==> config.mk <==
export PLATFORM = sky130hd
export DESIGN_NAME = sakebi_eth_tx_framer
export DESIGN_NICKNAME = d
export VERILOG_FILES = /design/src/rtl/sakebi_eth_pkg.sv /design/src/rtl/sakebi_eth_tx_framer_fifo.sv /design/src/rtl/sakebi_eth_tx_framer.sv
export SDC_FILE = /design/constraint.sdc
export NUM_CORES = 1
export LEC_CHECK = 0
export BUFFER_PORTS_ARGS = -buffer_cell sky130_fd_sc_hd__buf_4
export CAP_MARGIN = 20
export CORE_ASPECT_RATIO = 1.75
export CORE_MARGIN = 5
export CORE_UTILIZATION = 55
export CTS_CLUSTER_SIZE = 28
export DETAILED_ROUTE_END_ITERATION = 10
export PLACE_DENSITY_LB_ADDON = 0.05
export SLEW_MARGIN = 0
export SYNTH_ARGS = -nofsm -noshare
export SYNTH_HDL_FRONTEND = slang
export SYNTH_SLANG_ARGS = --single-unit
==> constraint.sdc <==
create_clock -name i_axis_ACLK -period 4.9 [get_ports i_axis_ACLK]
set_input_delay 0.98 -clock i_axis_ACLK [delete_from_list [all_inputs] [get_ports i_axis_ACLK]]
set_output_delay 0.98 -clock i_axis_ACLK [all_outputs]
set_load 0.01 [all_outputs]
==> src/rtl/sakebi_eth_pkg.sv <==
// sakebi_eth_pkg
// Shared constants for the Ethernet transmit framer: preamble/SFD bytes,
// field lengths, FSM state encodings and the FCS byte-select helper.
package sakebi_eth_pkg;

    localparam logic [7:0] ETH_PREAMBLE = 8'h55;
    localparam logic [7:0] ETH_SFD      = 8'hD5;
    localparam int         PREAMBLE_LEN = 8;    // includes the SFD byte
    localparam int         FCS_LEN      = 4;

    localparam logic [2:0] ST_IDLE     = 3'd0;
    localparam logic [2:0] ST_PREAMBLE = 3'd1;
    localparam logic [2:0] ST_PAYLOAD  = 3'd2;
    localparam logic [2:0] ST_WAIT_FCS = 3'd3;
    localparam logic [2:0] ST_FCS      = 3'd4;
    localparam logic [2:0] ST_IFG      = 3'd5;

    // Byte idx (0 = first on the wire) of the 32-bit FCS word.
    function automatic logic [7:0] fcs_byte(input logic [31:0] fcs,
                                            input logic [1:0]  idx,
                                            input logic        msb_first);
        logic [1:0]  sel;
        logic [31:0] sh;
        sel = msb_first ? (2'd3 - idx) : idx;
        sh  = fcs >> {sel, 3'b000};
        return sh[7:0];
    endfunction

endpackage

==> src/rtl/sakebi_eth_tx_framer_fifo.sv <==
// sakebi_byte_fifo
// Synchronous FIFO with show-ahead read data (dout is the head entry).
// Push while full and pop while empty are ignored.
// Ports:
//   i_axis_ACLK / i_axis_ARESETn : clock, async active-low reset
//   push, din                    : write strobe and data
//   pop, dout                    : read strobe and head data
//   full, empty, count           : occupancy status
module sakebi_byte_fifo #(
    parameter int DEPTH = 16,
    parameter int WIDTH = 8
) (
    input  logic                       i_axis_ACLK,
    input  logic                       i_axis_ARESETn,
    input  logic                       push,
    input  logic [WIDTH-1:0]           din,
    input  logic                       pop,
    output logic [WIDTH-1:0]           dout,
    output logic                       full,
    output logic                       empty,
    output logic [$clog2(DEPTH):0]     count
);

    localparam int AW = $clog2(DEPTH);
    localparam int CW = AW + 1;

    logic [WIDTH-1:0] mem [DEPTH];
    logic [AW-1:0]    wr_ptr;
    logic [AW-1:0]    rd_ptr;
    logic             do_push;
    logic             do_pop;

    assign full    = (count == CW'(DEPTH));
    assign empty   = (count == '0);
    assign do_push = push && !full;
    assign do_pop  = pop && !empty;
    assign dout    = mem[rd_ptr];

    always_ff @(posedge i_axis_ACLK) begin
        if (do_push) mem[wr_ptr] <= din;
    end

    // DEPTH is a power of two, so the pointers wrap by natural overflow.
    always_ff @(posedge i_axis_ACLK or negedge i_axis_ARESETn) begin
        if (!i_axis_ARESETn) begin
            wr_ptr <= '0;
            rd_ptr <= '0;
            count  <= '0;
        end else begin
            if (do_push) wr_ptr <= wr_ptr + AW'(1);
            if (do_pop)  rd_ptr <= rd_ptr + AW'(1);
            count <= count + CW'(do_push) - CW'(do_pop);
        end
    end

endmodule

==> src/rtl/sakebi_eth_tx_framer.sv <==
// sakebi_eth_tx_framer
// Buffers the payload stream and emits preamble+SFD, payload, 4-byte FCS
// (from the CRC32 wrapper result beat), then holds the inter-frame gap.
// Ports:
//   i_axis_ACLK / i_axis_ARESETn  : clock, async active-low reset
//   i_axis_TVALID/TDATA, o_axis_TREADY : payload in; frame ends on first TVALID low
//   i_crc_TVALID/TDATA            : one-cycle FCS result strobe
//   o_axis_TVALID/TDATA/TLAST     : byte stream out (no backpressure), TLAST on last FCS byte
//   o_frame_err                   : sticky per frame, [0] underrun, [1] FCS late
module sakebi_eth_tx_framer
    import sakebi_eth_pkg::*;
#(
    parameter int FIFO_DEPTH    = 16,
    parameter int IFG_LEN       = 12,
    parameter bit FCS_MSB_FIRST = 1'b1
) (
    input  logic        i_axis_ACLK,
    input  logic        i_axis_ARESETn,
    input  logic        i_axis_TVALID,
    output logic        o_axis_TREADY,
    input  logic [7:0]  i_axis_TDATA,
    input  logic        i_crc_TVALID,
    input  logic [31:0] i_crc_TDATA,
    output logic        o_axis_TVALID,
    output logic [7:0]  o_axis_TDATA,
    output logic        o_axis_TLAST,
    output logic [1:0]  o_frame_err
);

    localparam int CW      = $clog2(FIFO_DEPTH) + 1;
    localparam int CNT_MAX = (IFG_LEN > PREAMBLE_LEN) ? IFG_LEN : PREAMBLE_LEN;
    localparam int CNT_W   = $clog2(CNT_MAX) + 1;

    logic [2:0]       state, state_d;
    logic [CNT_W-1:0] cnt, cnt_d;
    logic             in_open, open_d;
    logic [31:0]      crc_q;
    logic             crc_vld;
    logic             crc_hit, crc_avail, crc_clr;
    logic [31:0]      crc_word;
    logic             in_capture;
    logic             push, pop;
    logic [7:0]       fifo_dout;
    logic             fifo_full, fifo_empty;
    logic [CW-1:0]    fifo_count, count_d;
    logic             vld_d, last_d, tready_d;
    logic [7:0]       data_d;
    logic [1:0]       err_d;

    sakebi_byte_fifo #(.DEPTH(FIFO_DEPTH), .WIDTH(8)) u_fifo (
        .i_axis_ACLK    (i_axis_ACLK),
        .i_axis_ARESETn (i_axis_ARESETn),
        .push           (push),
        .din            (i_axis_TDATA),
        .pop            (pop),
        .dout           (fifo_dout),
        .full           (fifo_full),
        .empty          (fifo_empty),
        .count          (fifo_count)
    );

    assign in_capture = (state == ST_PREAMBLE) || (state == ST_PAYLOAD) || (state == ST_WAIT_FCS);
    assign push       = i_axis_TVALID && o_axis_TREADY && !fifo_full &&
                        ((state == ST_IDLE) || in_capture);
    assign pop        = (state == ST_PAYLOAD) && !fifo_empty;

    // A strobe on the same edge as the empty/exit check counts as latched;
    // the live value is used for the first FCS byte in that case.
    assign crc_hit   = in_capture && i_crc_TVALID;
    assign crc_avail = crc_vld || crc_hit;
    assign crc_word  = crc_hit ? i_crc_TDATA : crc_q;

    always_comb begin
        state_d = state;
        cnt_d   = cnt;
        open_d  = in_open;
        err_d   = o_frame_err;
        vld_d   = 1'b0;
        data_d  = 8'h00;
        last_d  = 1'b0;
        crc_clr = 1'b0;
        if (in_capture && in_open && !i_axis_TVALID) open_d = 1'b0;
        case (state)
            ST_IDLE: begin
                if (i_axis_TVALID) begin
                    state_d = ST_PREAMBLE;
                    cnt_d   = '0;
                    open_d  = 1'b1;
                    err_d   = 2'b00;
                end
            end
            ST_PREAMBLE: begin
                vld_d = 1'b1;
                if (cnt == CNT_W'(PREAMBLE_LEN - 1)) begin
                    data_d  = ETH_SFD;
                    state_d = ST_PAYLOAD;
                    cnt_d   = '0;
                end else begin
                    data_d = ETH_PREAMBLE;
                    cnt_d  = cnt + CNT_W'(1);
                end
            end
            ST_PAYLOAD: begin
                if (!fifo_empty) begin
                    vld_d  = 1'b1;
                    data_d = fifo_dout;
                end else if (in_open) begin
                    err_d[0] = 1'b1;            // source fell behind: bubble on the wire
                end else if (crc_avail) begin
                    // Emit FCS byte 0 now so the FCS follows the payload without a gap.
                    vld_d   = 1'b1;
                    data_d  = fcs_byte(crc_word, 2'd0, FCS_MSB_FIRST);
                    state_d = ST_FCS;
                    cnt_d   = CNT_W'(1);
                end else begin
                    state_d  = ST_WAIT_FCS;
                    err_d[1] = 1'b1;
                end
            end
            ST_WAIT_FCS: begin
                if (crc_avail) begin
                    state_d = ST_FCS;
                    cnt_d   = '0;
                end
            end
            ST_FCS: begin
                vld_d  = 1'b1;
                data_d = fcs_byte(crc_q, cnt[1:0], FCS_MSB_FIRST);
                if (cnt == CNT_W'(FCS_LEN - 1)) begin
                    last_d  = 1'b1;
                    crc_clr = 1'b1;
                    state_d = ST_IFG;
                    cnt_d   = '0;
                end else begin
                    cnt_d = cnt + CNT_W'(1);
                end
            end
            ST_IFG: begin
                if (cnt == CNT_W'(IFG_LEN - 1)) begin
                    state_d = ST_IDLE;
                    cnt_d   = '0;
                end else begin
                    cnt_d = cnt + CNT_W'(1);
                end
            end
            default: state_d = ST_IDLE;
        endcase
    end

    // TREADY is registered, so it is derived from next-cycle state/occupancy.
    always_comb begin
        count_d  = fifo_count + CW'(push) - CW'(pop);
        tready_d = 1'b0;
        case (state_d)
            ST_IDLE:                              tready_d = 1'b1;
            ST_PREAMBLE, ST_PAYLOAD, ST_WAIT_FCS: tready_d = open_d && (count_d != CW'(FIFO_DEPTH));
            default:                              tready_d = 1'b0;
        endcase
    end

    always_ff @(posedge i_axis_ACLK or negedge i_axis_ARESETn) begin
        if (!i_axis_ARESETn) begin
            state         <= ST_IDLE;
            cnt           <= '0;
            in_open       <= 1'b0;
            o_axis_TVALID <= 1'b0;
            o_axis_TDATA  <= 8'h00;
            o_axis_TLAST  <= 1'b0;
            o_frame_err   <= 2'b00;
            o_axis_TREADY <= 1'b1;
        end else begin
            state         <= state_d;
            cnt           <= cnt_d;
            in_open       <= open_d;
            o_axis_TVALID <= vld_d;
            o_axis_TDATA  <= data_d;
            o_axis_TLAST  <= last_d;
            o_frame_err   <= err_d;
            o_axis_TREADY <= tready_d;
        end
    end

    always_ff @(posedge i_axis_ACLK or negedge i_axis_ARESETn) begin
        if (!i_axis_ARESETn) begin
            crc_q   <= 32'h0;
            crc_vld <= 1'b0;
        end else if (crc_hit) begin
            crc_q   <= i_crc_TDATA;
            crc_vld <= 1'b1;
        end else if (crc_clr) begin
            crc_vld <= 1'b0;
        end
    end

endmodule

### Word level (Yosys, flattened, before mapping)

Memory sizes are Yosys's and may differ from the RTL's.
Cells that the tools add are included.

* shift-type cells: 1
* muxes and demuxes: 44
* div/mod/pow operators: 0
* order comparisons: 0
* reduce and logical (&&, ||, !) cells: 28
* bitwise logic cells: 0
* $mul: 0
* add/sub/neg operators: 8
* equality and inequality tests: 20

Operator list (number)
* 5-bit 2-to-1 mux: 8
* 32-bit 2-to-1 mux: 1
* 8-bit 2-to-1 mux: 4
* 32-bit by 5-bit >> shifter with 8-bit output: 1
* 5-bit one-hot mux with 6 select lines: 1
* 3-bit 2-to-1 mux: 8
* 8-bit one-hot mux with 3 select lines: 1
* 3-bit one-hot mux with 6 select lines: 1
* 1-bit 2-to-1 mux: 15
* 2-bit != test, second input constant: 7
* 3-bit by 2-bit equality test with 1-bit output, second input constant: 4
* 5-bit by 1-bit adder with 5-bit output: 2
* 1-bit logical AND: 10
* 5-bit by 1-bit subtractor with 5-bit output: 2
* 4-bit by 1-bit adder with 4-bit output, second input constant: 2
* 3-bit by 1-bit equality test with 1-bit output, second input constant: 2
* 3-bit equality test, second input constant: 2
* 3-bit logical NOT: 2
* 6-bit AND reduction: 1
* 6-bit nonzero test: 1
* 5-bit by 1-bit adder with 5-bit output, second input constant: 1
* 5-bit by 2-bit equality test with 1-bit output, second input constant: 1
* 5-bit by 3-bit equality test with 1-bit output, second input constant: 1
* 5-bit by 4-bit equality test with 1-bit output, second input constant: 1
* other kinds (14): 22

* RAM bits: 128
* output and inout port bits: 13
* flip-flop bits (word level): 68
* ROM bits: 0
* memories kept: 1
* input port bits: 44
* latch bits: 0

Memories
* u_fifo.mem: depth 16, bits a word 8, rd ports 1, clocked after Yosys merged registers in 0, wr ports 1, line sakebi_eth_tx_framer_fifo.sv:27 `logic [WIDTH-1:0] mem [DEPTH];`

### Longest topological paths before layout

Gate-level depths: netlist (run 1).

* word-level depth: 12
* depth in mapped cells: 15

### By module

Synthesis (run 1) repeated with hierarchy kept, for this count alone.

* cell total of the unflattened synthesis: 556
* area, all modules: 8699.6 sq um

Modules (own cells, without submodules)
* sakebi_byte_fifo: cells each 319, area each 5863.1 sq um, times used 1
* sakebi_eth_tx_framer: cells each 237, area each 2836.5 sq um, times used 1

### Worst setup path before layout (run 1)

No wires, ideal clock.

* path kind: reg-to-reg
* from: reg u_fifo.count[3]
* to: reg o_axis_TREADY
* path slack: 1851 ps
* stages on the path, launching flop included: 15
* path buffers: 0
* arrival: 2972 ps
* required time: 4823 ps
* path through: dfrtp_1 > inv_1 > ha_1 > or4b_4 > nand2_2 > inv_2 > ha_1 > inv_1 > ha_1 > fa_1 > a21o_1 > a21oi_1 > xnor2_1 > a31oi_1 > a21o_1

* cells in the longest elaborated chain, start to end: 9

Ends and longest elaborated chain
* start: declaration: line sakebi_eth_tx_framer_fifo.sv:21 `output logic [$clog2(DEPTH):0] count`
* start signal: assignment: line sakebi_eth_tx_framer_fifo.sv:52 `count <= count + CW'(do_push) - CW'(do_pop);`
* 5-bit equality test: line sakebi_eth_tx_framer_fifo.sv:33 `assign full = (count == CW'(DEPTH));`
* 1-bit logical NOT: line sakebi_eth_tx_framer.sv:63 `assign push = i_axis_TVALID && o_axis_TREADY && !fifo_full &&`
* 1-bit logical AND (2 in series): line sakebi_eth_tx_framer.sv:63
* 5-bit by 1-bit adder with 5-bit output: line sakebi_eth_tx_framer.sv:152 `count_d = fifo_count + CW'(push) - CW'(pop);`
* 5-bit by 1-bit subtractor with 5-bit output: line sakebi_eth_tx_framer.sv:152
* 5-bit != test: line sakebi_eth_tx_framer.sv:156 `ST_PREAMBLE, ST_PAYLOAD, ST_WAIT_FCS: tready_d = open_d && (count_d != CW'(FIFO_DEPTH));`
* 1-bit logical AND: line sakebi_eth_tx_framer.sv:156
* 1-bit one-hot mux with 2 select lines *: line sakebi_eth_tx_framer.sv:154 `case (state_d)`
* via tready_d: line sakebi_eth_tx_framer.sv:46 `logic vld_d, last_d, tready_d;`
* end signal: assignment: line sakebi_eth_tx_framer.sv:179 `o_axis_TREADY <= tready_d;`
* end: declaration: line sakebi_eth_tx_framer.sv:20 `output logic o_axis_TREADY,`

The timed path passes the listed nets; every way through them passes the cells marked *.
A chain may end at the register's enable or synchronous reset.

### Final worst setup path (run 1)

* from: reg state[1]
* to: reg o_axis_TREADY

* cells in the longest elaborated chain, start to end: 12

Ends and longest elaborated chain
* start: declaration: line sakebi_eth_tx_framer.sv:34 `logic [2:0] state, state_d;`
* start signal: assignment: line sakebi_eth_tx_framer.sv:172 `state <= state_d;`
* parallel branches: the longest is 11 deep, another holds 5-bit by 1-bit adder with 5-bit output
* 1-bit one-hot mux with 2 select lines *: line sakebi_eth_tx_framer.sv:154
* via tready_d: line sakebi_eth_tx_framer.sv:46

Mark *: on every way through the listed nets, which the timed path passes.

==> impl_metrics.yaml, run 1 <==
status:
  status: "finished, final reports clean"
worst_setup_path:
  crit_fanout: 23
  crit_start: "state[1]"
  critPathLaunchType: "flop"
  crit_type: "flop to flop"
  cp_slowest_cell: "dfrtp_1"
  r2r_start: "state[1]"
  critical_path.cell_chain: "nor3b_1 > nand2_2 > inv_2 > ha_1 > inv_1 > ha_1 > fa_1 > a21o_1 > a21oi_1 > xnor2_1 > a31oi_1 > a21o_1"
  required_ps: 5260
  max_stage_delay_ps: 810
  endpoint_kind: "flop"
  critPathArrivalTime_ps: 3700
timing:
  setup_viol: 0
  max_slew_margin_pct: 24.7
  fin_crit_ps: 3340
  holdWs_ps: 505
  max_freq_ghz: 0.299
  skew_ps: 18.5
  period_share_pct: 68.2
  worst_pin_slew_ps: 1130
  slew_violations: 0
  fin_tns_setup_ps: 0
  hold_viol: 0
  rsz0062_at_grt: "no"
clock_network:
  cts_buffer_depth: 2
  cts_sinks: 196
  cts.clk_slew.worst_paths_ps: 70
  numCtsBuffers: 17
  clock_latency_ps: 430
  cts_max_level: 4
  postCtsSetupBuffers: 0
  hold_buffers: 0
  clockRootBuffer: "clkbuf_16"
  cts_resized: 0
  cts_tree: "built"
power:
  intPower_uw: 3490
  power.share.clock_pct: 28.3
  seq_power_share_pct: 45.5
  p_switching_uw: 1540
  vdd_drop_max_v: 0.000274
  powerDensity_nw_per_um2: 519
  p_leak_uw: 0.00355
  p_sw_share_pct: 30.6
  p_comb_share_pct: 26.1
synth:
  async_reset_ff_share_pct: 34.7
  yosysUniqueCellTypes: 53
  synth_flop_cell: "edfxtp_1"
  syn_inst: 506
  ys_ff_latch: 196
  synth_area_um2: 8530
  syn_avg_cell_area_um2: 16.9
  synth.top_cell.area_share_pct: 45.1
  synth_area_leaders: "edfxtp_1 (45%), dfrtp_1 (20%), mux4_2 (5.8%), mux4_1 (5.5%), mux2_2 (4.4%)"
  synth_fp_nets: 565
  yosys_warnings: 0
  seq_area_frac_synth_pct: 65.0
  synth_area_leader_cell: "edfxtp_1"
  synth-edff-count: 128
floorplanning:
  die_area_um2: 18200
  row_count: 60
  initial_utilization_pct: 55.7
  num_io_pins: 57
  die_h_um: 175
  die-width_um: 104
  core_um2: 15300
global_route:
  grtUsageMet1_pct: 21.4
  antenna_found_initial: 0
  first_global_vias: 4986
  grt_max_degree: 69
  grt_pass1_wl_mm: 27.2
  track_usage_pct: 19.5
  top_usage_layer: "met2"
  grt_util_met3_pct: 3.07
  overflow: 0
  grt_util_met2_pct: 37.3
detailed_routing:
  antenna_left: 0
  drc: 0
  wl_per_cell_um: 22.9
  drt_iter0_drc: 208
  dr.pass1.iters: 5
  vias: 4636
  routed_wl_mm: 17.4
  routed_via_density: 6.10
cells_and_area:
  nets: 620
  final_cell_mix: "edfxtp_1 (128), dfrtp_1 (66), buf_4 (58)"
  area_delta_synth_final_pct: 13.7
  insertedDiodeCount: 0
  final_common_cell: "edfxtp_1"
  drive_gt1_share_pct: 27.9
placement:
  place_congestion: 0.834
  dp_hpwl_mm: 12.2
  port_buffers: 56
job:
  max-cap-violations: 0
hold_path:
  worstHoldStart: "o_frame_err[0]"
  min-delay-path-class: "flop to flop"
[area by class of cell]
| class | count | area (µm²) |
|---|---|---|
| multi-input cells | 268 | 2760 |
| repair buffers | 62 | 470 |
| well taps | 186 | 233 |
| inverters | 16 | 60.1 |
| clock buffers | 17 | 425 |
| flip-flops and latches | 196 | 5550 |
| clock inverters | 15 | 194 |
| fillers | 1085 | 5620 |
[cell families after synthesis]
kind of cell | Yosys count | share of synthesized area (%)
DFF | 196 | 65.0
and+or+nand+nor | 92 | 6.02
muxes | 89 | 17.6
AOI/OAI and AO/OA | 59 | 5.09
buffers and inverters | 42 | 2.54
adders and majority gates | 15 | 2.38
xor gates and xnor gates | 13 | 1.34
[final timing paths]
kind | to | depth (start not counted) | slack, ps
max | o_axis_TREADY | 12 | 1560
min | o_frame_err[0] | 1 | 510
max reg2reg | o_axis_TREADY | 12 | 1560
min reg2reg | o_frame_err[0] | 1 | 510
max in group asynchronous | u_fifo.rd_ptr[0] | 1 | 3620
min in group asynchronous | u_fifo.wr_ptr[0] | 1 | 660
[per-stage QoR]
stage	total power (µW)	area, µm²	setup WS [ps]	cells	util [%]
floorplan	3290	8530	1850	506	-
global placement	3610	9040	1680	724	59.0
detailed placement	3640	9040	1600	724	59.0
CTS	5070	9660	1610	756	63.1
global route	5320	9690	1350	760	63.3
finish	5040	9690	1560	760	63.3
[registers in the layout, indices dropped and copies added (netlist names)]
signal         cells
crc_q             32
in_open            1
u_fifo.count       5
cnt                5
u_fifo.wr_ptr      4
u_fifo.rd_ptr      4
u_fifo.mem       128
o_axis_TVALID      1
o_axis_TDATA       8
o_axis_TREADY      1
o_frame_err        2
crc_vld            1
o_axis_TLAST       1
state              3
[critical path, delay by kind of cell, from the launching register on]
kind                     cells  cell delay (ps)
AND/OR/NAND/NOR              2              690
flip-flops                   1              810
XOR/XNOR                     1              130
adder cells (fa/ha/maj)      3              780
AO/OA/AOI/OAI                4              640
buffers and inverters        2              220
[Yosys cell counts (all sizes together) (4+ instances only)]
cell and number:
xnor2 12, mux2 33, nand3b 5, clkbuf 6, a32o 4, nor2 22
mux2i 16, mux4 40, a22o 5, a311o 5, edfxtp 128, inv 16
nor3 11, nor3b 7, a21o 7, a21oi 13, o21ai 8, dfrtp 67
and2 13, buf 20, ha 13, nand2 15, o22ai 5
[power by group through the flow]
| stage | sequential (µW) | clock [µW] | combinational [µW] |
|---|---|---|---|
| after global routing | 2340 | 1530 | 1460 |
| after CTS | 2350 | 1450 | 1270 |
| after detailed placement | 2380 | 0 | 1260 |
| final | 2290 | 1430 | 1320 |
| after floorplan | 2180 | 0 | 1100 |
| after global placement | 2370 | 0 | 1240 |
[layer usage]
metal,up-vias,share of wire [%]
li1,2096,-
met4,0,2.0
met2,117,58
met1,2402,36
met3,21,3.3
met5,-,0
Note: power is estimated with default switching activity, not from simulation.
==> run 2: changes to the inputs <==
==> constraint.sdc (replaced) <==
create_clock -name i_axis_ACLK -period 3.2 [get_ports i_axis_ACLK]
set_input_delay 0.64 -clock i_axis_ACLK [delete_from_list [all_inputs] [get_ports i_axis_ACLK]]
set_output_delay 0.64 -clock i_axis_ACLK [all_outputs]
set_load 0.01 [all_outputs]
==> run 2 against run 1 <==
Compared with the run above:
- clock power rose by 48%
- worst setup slack got worse by 1400 ps
- combinational power rose by 63%
- sequential cell count did not move
- via count fell by 1.6%
- critical path type unchanged
- critical endpoint unchanged
- largest power group unchanged
==> impl_metrics.yaml, run 2 (same netlist as run 1, synthesis figures left out) <==
detailed_routing:
  drc: 0
  dr.pass1.iters: 4
  routed_wl_mm: 17.5
  wl_per_cell_um: 22.7
  antenna_left: 0
  routed_via_density: 5.93
  drt_iter0_drc: 226
  vias: 4561
cells_and_area:
  largest_register: "u_fifo.mem"
  final_common_cell: "edfxtp_1"
  final_area_um2: 9770
  insertedDiodeCount: 0
  fillCellCount: 1118
  nets: 629
  regArea_um2: 5550
  multi_input_area_um2: 2780
  area_delta_synth_final_pct: 14.6
  layout.cells.non_filler: 769
  final_cell_mix: "edfxtp_1 (128), buf_4 (70), dfrtp_1 (66)"
  largest_reg_flops: 128
  reg_top3: "u_fifo.mem: 128 flops, crc_q: 32 flops, o_axis_TDATA: 8 flops"
  drive_gt1_share_pct: 29.8
timing:
  fin_crit_ps: 3010
  period_share_pct: 93.9
  setup_viol: 0
  max_freq_ghz: 0.333
  skew_ps: 15.2
  worst_slack_ps: 194
  max_slew_margin_pct: 37.2
  slew_violations: 0
  worst_pin_slew_ps: 939
  hold_viol: 0
worst_setup_path:
  endpoint: "o_axis_TREADY"
  crit_fanout: 7
  required_ps: 3560
  critical_path.cell_chain: "inv_1 > ha_2 > or4b_4 > nand2_4 > inv_2 > ha_1 > inv_1 > ha_2 > fa_2 > a21o_1 > a21oi_2 > xnor2_1 > a31oi_1 > a21o_1"
  r2r_start: "u_fifo.count[2]"
  endpoint_kind: "flop"
  crit_start: "u_fifo.count[2]"
  critPathArrivalTime_ps: 3360
  r2r_cells: 14
  regToRegEndpoint: "o_axis_TREADY"
  max_stage_delay_ps: 490
  critPathLaunchType: "flop"
  crit_type: "flop to flop"
  rrSetupSlack_ps: 190
  cp_slowest_cell: "or4b_4"
clock_network:
  cts_sinks: 196
  numCtsBuffers: 17
  cts_tree: "built"
  cts.clk_slew.worst_paths_ps: 80
  clock_latency_ps: 430
  cts_max_level: 4
  clockRootBuffer: "clkbuf_16"
  cts_buffer_depth: 2
placement:
  dp_cells: 736
  dp_slack_ps: 48.5
  dpl-instance-area_um2: 9140
  port_buffers: 56
  place_congestion: 0.802
  dp_hpwl_mm: 12.0
global_route:
  track_usage_pct: 19.8
  grt_max_degree: 69
  antenna_found_initial: 0
  first_global_vias: 4883
  overflow: 0
  grt_pass1_wl_mm: 27.6
power:
  powerDensity_nw_per_um2: 789
  p_leak_uw: 0.00358
  vdd_drop_max_v: 0.000519
floorplanning:
  num_io_pins: 57
  die-width_um: 104
  core_um2: 15300
  row_count: 60
  die_area_um2: 18200
  die_h_um: 175
  initial_utilization_pct: 55.7
hold_path:
  min-delay-path-class: "input port to async pin"
status:
  status: "finished, final reports clean"
job:
  max-cap-violations: 0
## run 2: cell count changes in the layout (fill, tap and decap cells not counted), moves of 2 or more
| cell | previous run | this run |
|---|---|---|
| ha_1 | 13 | 11 |
| clkbuf_2 | 2 | 0 |
| ha_2 | 0 | 2 |
| clkinv_8 | 3 | 5 |
| buf_4 | 58 | 70 |
## run 2: timing repair
| item | 4_1_cts | 5_1_grt |
|---|---|---|
| buffers inserted | 0 | 1 |
| endpoints found under the setup margin | 0 | 1 |
| resized for setup | 0 | 6 |
| hold buffers | 0 | 0 |
## run 2: how the worst min path moves through the flow
| stage | endpoint | start |
|---|---|---|
| final | state[0] | i_axis_ARESETn |
| after global routing | cnt[2] | i_axis_ARESETn |
| after CTS | cnt[2] | i_axis_ARESETn |
| after detailed placement | crc_q[11] | crc_q[11] |
| after global placement | crc_q[2] | crc_q[2] |
| after floorplan | cnt[0] | i_axis_ARESETn |
## run 2: area by class of cell
class,count,area share [%]
Sequential cell,196,56.8
Multi-Input combinational cell,268,28.5
Timing Repair Buffer,71,5.58
Clock buffer,17,4.35
Tap cell,186,2.38
Clock inverter,15,1.83
Inverter,16,0.615
## run 2: through the flow
step | utilization, % | hold WS, ps | power (µW) | setup TNS, ps
2_1_floorplan | - | 344 | 5030 | 0
3_3_place_gp | 59.7 | 484 | 5550 | 0
3_5_place_dp | 59.7 | 492 | 5630 | 0
4_1_cts | 63.6 | 347 | 7730 | 0
5_1_grt | 63.8 | 391 | 8130 | -3.36
6_report | 63.8 | 309 | 7710 | 0
## run 2: worst max-delay path, delay by kind of cell, from the launching register on
kind                     cells  cell delay (ps)
adder cells (fa/ha/maj)      4              990
AO/OA/AOI/OAI                4              650
AND/OR/NAND/NOR              2              570
flip-flops                   1              390
buffers and inverters        3              210
XOR/XNOR                     1              130
## run 2: report_power, final
group	internal (µW)	switching [µW]
registers	3110	335
clock network	1060	1050
logic	1150	997
## run 2: routing by layer
| metal | wire [µm] | GRT usage (%) | share of wire [%] | up-vias |
|---|---|---|---|---|
| met4 | 198 | 5.89 | 1.1 | 0 |
| met3 | 521 | 3.77 | 3.0 | 16 |
| met5 | 0 | 0 | 0 | - |
| li1 | - | - | - | 2109 |
| met2 | 10200 | 38.2 | 58 | 91 |
| met1 | 6550 | 21.8 | 37 | 2345 |
